===== src/rtl/general_register_file.sv =====
// general_register_file: eight WIDTH-bit registers (R1-R4 general purpose,
// S1-S4 scratch) with two combinational read ports feeding the ALU operands
// and one write port that applies a shared register function to every
// enabled register on the rising clock edge.
//
// Optional feature macro: RF_BYPASS_EN
//   defined   - a read port that selects a register being loaded (FunSel 010)
//               this cycle shows I combinationally in the same cycle.
//   undefined - read ports always show stored contents (one-cycle latency).
//
// Register index map (shared by the read selects and the enable vector):
//   0..3 = R1..R4 (RegSel bit 0..3), 4..7 = S1..S4 (ScrSel bit 0..3).
// Byte-oriented functions assume WIDTH = 16.

module general_register_file #(
  parameter int WIDTH = 16
) (
  input  logic             Clock,
  input  logic             Reset,
  input  logic [WIDTH-1:0] I,
  input  logic [2:0]       FunSel,
  input  logic [3:0]       RegSel,
  input  logic [3:0]       ScrSel,
  input  logic [2:0]       OutASel,
  input  logic [2:0]       OutBSel,
  output logic [WIDTH-1:0] OutA,
  output logic [WIDTH-1:0] OutB
);

  localparam logic [2:0] FUN_DEC      = 3'b000;
  localparam logic [2:0] FUN_INC      = 3'b001;
  localparam logic [2:0] FUN_LOAD     = 3'b010;
  localparam logic [2:0] FUN_CLEAR    = 3'b011;
  localparam logic [2:0] FUN_CLR_LO   = 3'b100;
  localparam logic [2:0] FUN_LOAD_LO  = 3'b101;
  localparam logic [2:0] FUN_LOAD_HI  = 3'b110;
  localparam logic [2:0] FUN_SEXT_LO  = 3'b111;

  localparam logic [WIDTH-1:0] ONE  = {{(WIDTH-1){1'b0}}, 1'b1};
  localparam logic [WIDTH-1:0] ZERO = {WIDTH{1'b0}};

  // Next value of one register under the given function; arithmetic wraps
  // modulo 2^WIDTH and no flags are produced.
  function automatic logic [WIDTH-1:0] apply_fun(
    input logic [2:0]       fun,
    input logic [WIDTH-1:0] q,
    input logic [WIDTH-1:0] din
  );
    logic [WIDTH-1:0] r;
    r = q;
    case (fun)
      FUN_DEC:     r = q - ONE;
      FUN_INC:     r = q + ONE;
      FUN_LOAD:    r = din;
      FUN_CLEAR:   r = ZERO;
      FUN_CLR_LO:  r = {{(WIDTH-8){1'b0}}, din[7:0]};
      FUN_LOAD_LO: r[7:0] = din[7:0];
      FUN_LOAD_HI: r[15:8] = din[7:0];
      FUN_SEXT_LO: r = {{(WIDTH-8){din[7]}}, din[7:0]};
      default:     r = q;
    endcase
    return r;
  endfunction

  logic [7:0]            en_s;
  logic [7:0][WIDTH-1:0] regs_d;
  logic [7:0][WIDTH-1:0] regs_q;

  assign en_s = {ScrSel, RegSel};

  // Compute each register's next value: enabled registers take the function
  // of their own current value, disabled ones hold.
  always_comb begin
    regs_d = regs_q;
    for (int i = 0; i < 8; i++) begin
      if (en_s[i]) begin
        regs_d[i] = apply_fun(FunSel, regs_q[i], I);
      end else begin
        regs_d[i] = regs_q[i];
      end
    end
  end

  // Register storage; Reset clears everything immediately and dominates
  // for as long as it is held.
  always_ff @(posedge Clock or posedge Reset) begin
    if (Reset) begin
      regs_q <= '0;
    end else begin
      regs_q <= regs_d;
    end
  end

`ifdef RF_BYPASS_EN
  logic bypass_a_s;
  logic bypass_b_s;

  // A port bypasses only a plain load into the register it is reading;
  // Reset suppresses the bypass so the ports read zero while it is held.
  always_comb begin
    bypass_a_s = 1'b0;
    bypass_b_s = 1'b0;
    if (!Reset && (FunSel == FUN_LOAD)) begin
      bypass_a_s = en_s[OutASel];
      bypass_b_s = en_s[OutBSel];
    end else begin
      bypass_a_s = 1'b0;
      bypass_b_s = 1'b0;
    end
  end

  // Operand read ports with same-cycle load forwarding.
  always_comb begin
    OutA = regs_q[OutASel];
    OutB = regs_q[OutBSel];
    if (bypass_a_s) begin
      OutA = I;
    end else begin
      OutA = regs_q[OutASel];
    end
    if (bypass_b_s) begin
      OutB = I;
    end else begin
      OutB = regs_q[OutBSel];
    end
  end
`else
  // Operand read ports: plain combinational reads of stored contents.
  always_comb begin
    OutA = regs_q[OutASel];
    OutB = regs_q[OutBSel];
  end
`endif

endmodule


===== config.mk =====
export PLATFORM = sky130hd
export DESIGN_NAME = general_register_file
export DESIGN_NICKNAME = d
export VERILOG_FILES = /design/src/rtl/general_register_file.sv
export SDC_FILE = /design/constraint.sdc
export NUM_CORES = 1
export LEC_CHECK = 0
export BUFFER_PORTS_ARGS = -buffer_cell sky130_fd_sc_hd__buf_2
export CORE_MARGIN = 2
export CORE_UTILIZATION = 58
export CTS_BUF_LIST = sky130_fd_sc_hd__clkbuf_8
export DETAILED_ROUTE_END_ITERATION = 6
export GPL_TIMING_DRIVEN = 1
export PLACE_DENSITY_LB_ADDON = 0.08
export SLEW_MARGIN = 20
export SYNTH_ARGS = -nofsm -noshare
export SYNTH_HDL_FRONTEND = slang
export SYNTH_SLANG_ARGS = --single-unit

===== constraint.sdc =====
create_clock -name Clock -period 10.36 [get_ports Clock]
set_clock_uncertainty 0.1 [all_clocks]
set_input_delay 1.554 -clock Clock [delete_from_list [all_inputs] [get_ports Clock]]
set_output_delay 1.554 -clock Clock [all_outputs]
set_load 0.01 [all_outputs]

==> metrics.log <==
[metrics] register ranked first by flip-flop count: regs_q
[metrics] final global-route overflow total: 0
[metrics] result of the run: finished clean
[metrics] CP Max Fanout: 32
[metrics] Cell Int Power: 0.00128 W
[metrics] power share of the sequential group: roughly 41%
[metrics] Avg Inst Size Synth: 7.94 µm²
[metrics] max FFs per register: between 100 and 150
[metrics] top-area cell type share of the netlist area: between 20% and 30%
[metrics] Async SR Flop Fraction: 100%
[metrics] largest cells by area after synthesis: dfrtp_1, mux4_2, o21ai_0
[metrics] core region area: around 23,000 µm²
[metrics] effective utilization at floorplan: 59.1%
[metrics] most common flop cell mapped by yosys: dfrtp_1
[metrics] sequential fraction of the synthesis area: between 20% and 30%
[metrics] number of synthesized flops with an enable pin: 0
[metrics] worst slew pin tran: roughly 1.1 ns
[metrics] Buf+Inv Stages, Crit Path: 2
[metrics] most common cell in the netlist: nand2_1
[metrics] Clock Sink Count: roughly 130
[metrics] drt via density: 7.46
[metrics] unrepaired setup endpoints after global routing: false
[metrics] Die Footprint: 24,300 µm²
[metrics] mux cell area share after synthesis: 15.0%
[metrics] Die Y-Extent: approximately 160 µm
[metrics] sum of routed wire length over all layers: a little under 50,000 µm
[metrics] Critical Path, Cell by Cell: buf_2, mux4_2, mux2_2, buf_2
[metrics] total power draw: 0.00230 W
[metrics] part of the total power dissipated in the clock network: a little under a quarter
[metrics] number of buffers inserted by port buffering: between 60 and 70
[metrics] number of buffers inserted to repair setup after CTS: 0
[metrics] Yosys warning total: 0
[metrics] combinational fraction of design power: roughly a third
[metrics] count of unique library cells instantiated by Yosys: slightly above 80
[metrics] Seq cells post-synth: roughly 130
[metrics] number of optimization iterations in the first detailed-route pass: 6
[metrics] share of post-route cells with drive strength above 1: 14.5%
[metrics] net switching power of the design: slightly above 0.001 W
[metrics] number of antenna violations at the first check in global routing: 2
[metrics] largest net degree at the start of global routing: between 60 and 70
[metrics] number of rows in the core area: 55
[metrics] shortest period the worst path allows: around 4.9 ns
[metrics] gate count of the mapped netlist: roughly 1,700
[metrics] critical path's largest stage delay: about 0.63 ns
[metrics] Worst Reg2Reg Path Length in Cells: 7
[metrics] worst IR drop on VDD: between 0.09 and 0.1 mV
[metrics] placer congestion estimate: between 0.9 and 1
[metrics] clock network latency to the later pin of the worst-skew pair: approximately 0.48 ns
[metrics] most used standard cells in the synthesized netlist: nand2_1, o21ai_0, clkbuf_1
[metrics] fraction of power spent switching nets: about 44%
[metrics] part of the cycle the worst path needs: a little under half
[metrics] main combinational cell family by area after synthesis: simple AND/OR/NAND/NOR gates
[metrics] average routed wire per standard cell: 25.7 µm
[metrics] Gates resized, CTS repair: 0
[metrics] largest registers ranked by flip-flop count: regs_q x128
[metrics] DIE WIDTH: approximately 160 µm
[metrics] clk slew on worst S/H paths: ~0.090 ns
[metrics] final-layout worst hold slack: 0.571 ns
[metrics] buffer depth of the longest clock path: 2
[metrics] final-report hold violation count: 0
[metrics] number of hold buffers added after CTS: 0
[metrics] sum of net half-perimeters after detailed placement: 35,000 µm
[metrics] Worst Hold Class: reg -> reg
[metrics] total power divided by cell area: approximately 170 nW/µm²
[metrics] compound-cell area share of the yosys netlist: 23.7%
[metrics] Post-DRT Antenna Nets: 0
[metrics] wire length of the first global-routing pass: between 70,000 and 80,000 µm
[metrics] residual DRC count: 0
[metrics] Synth Area in Simple Gates: between 20% and 30%
[metrics] total number of cells along the worst setup path: 4
[metrics] post-synth top area cell: dfrtp_1
[metrics] critical path startpoint category: primary input
[metrics] CTS H-tree lvls: 4
[metrics] count of vias placed by the detailed router: ~14,000
[metrics] maximum frequency from static timing analysis: between 0.2 and 0.25 GHz
[metrics] leakage power summed over all cells: about 5 nW
[metrics] Layout Nets: 1,636
[metrics] Rel. slew slack: ~29%
[metrics] Final Setup Violations: 0
[metrics] critical-path cell with the highest stage delay: buf_2
[metrics] number of global-route vias before repair: ~12,000
[metrics] layout-stage area growth over the synthesis result: 3.71%
[metrics] pins over their slew limit: 0
[metrics] master cell of the clock root buffer: clkbuf_8
[metrics] mapped cell area: approximately 13,000 µm²
[metrics] TritonCTS clock tree: done
[metrics] signal arrival time at the worst endpoint: between 3 and 4 ns
[metrics] gr usage total: 40.5%
[metrics] post-synthesis share of cell area spent on full adders, half adders and majority gates: 1.50%
[metrics] kind of end point of the critical path: primary output
[metrics] Worst Setup Path Type: in -> out
[metrics] initial detailed-routing violation count: 2,175
[metrics] clock buffer count from CTS: 17
[metrics] Most Frequent Cell on Critical Path: buf_2
[metrics] share of the synthesized netlist area taken by xor and xnor gates: roughly 3.6%
[metrics] synthesized net count: 1,735
[metrics] Top Family by Delay on Critical Path: multiplexers
[metrics] required time at the worst-slack endpoint: between 8 and 9 ns
[metrics] Total Neg Setup Slack: 0 ns
[metrics] reported max-cap violation count: 0
[metrics] hold path depth: 2
[metrics] IO Pins: 67
[path summary, 6_finish.rpt]
kind,start,endpoint,slack (ns)
max,OutASel[1],OutA[7],5.50
min in group asynchronous,Reset,regs_q[125],1.06
min,regs_q[47],regs_q[47],0.57
min reg2reg,regs_q[47],regs_q[47],0.57
max reg2reg,regs_q[64],regs_q[78],7.52
max in group asynchronous,Reset,regs_q[32],7.72
[per-layer routing]
metal	vias up	part of all wire, %	GRT usage [%]	wire length (µm)
met5	-	0	0	0
met4	0	5.3	19.0	2560
met3	165	12	8.19	5940
met2	1033	42	57.7	20400
met1	6679	40	59.1	19500
li1	6194	-	-	-
[placed cells by master, fill, tap and decap left out, types with 30 or more instances in the layout]
master    Yosys  layout
inv_1        42      43
mux2_2       33      33
a211oi_1     30      30
nor4_1       37      37
xnor2_1      33      33
nor3_1       88      88
nand2_1     162     162
nand4_1      50      50
a21oi_1      95      95
dfrtp_1     128     128
nor2_1      102     100
nand3_1      71      71
o21ai_0     137     137
mux4_2       62      62
buf_2        37      64
[cell type report]
type                    instances  area [µm²]
diodes                          3        7.51
clock buffers                  17         234
clock inverters                15         243
fillers                      2000        8770
inverters                      44         170
multi-input cells            1315        9230
flip-flops and latches        128        3200
well taps                     285         357
repair buffers                 79         433
[metrics by stage]
step | utilization (%) | area, µm² | setup slack (ns) | instances
finish | 61.3 | 13900 | 5.50 | 1886
floorplan | - | 13400 | 5.29 | 1684
CTS | 61.2 | 13900 | 5.20 | 1883
detailed placement | 59.1 | 13400 | 5.20 | 1851
global placement | 59.1 | 13400 | 5.22 | 1851
global route | 61.3 | 13900 | 5.46 | 1884
[cells by family after synthesis]
family	count (synthesis)
flops	128
fa+ha+maj	16
compound gates	481
buf+inv	241
xor+xnor	55
mux	116
simple gates	647
[power by group through the flow]
stage          Sequential (W)  Clock, W  Combinational [W]
2_1_floorplan        0.000676         0           0.000786
3_3_place_gp         0.000938         0           0.000766
3_5_place_dp         0.000944         0           0.000784
4_1_cts              0.000934  0.000548           0.000789
5_1_grt              0.000967  0.000568           0.000881
6_report             0.000953  0.000545           0.000804
[tightest hold or removal path, stage by stage (launching register included)]
cell,delay (ns)
dfrtp_1,0.46
a21oi_1,0.09
nand4b_1,0.08
No activity file was read; power rests on OpenSTA's default activity.
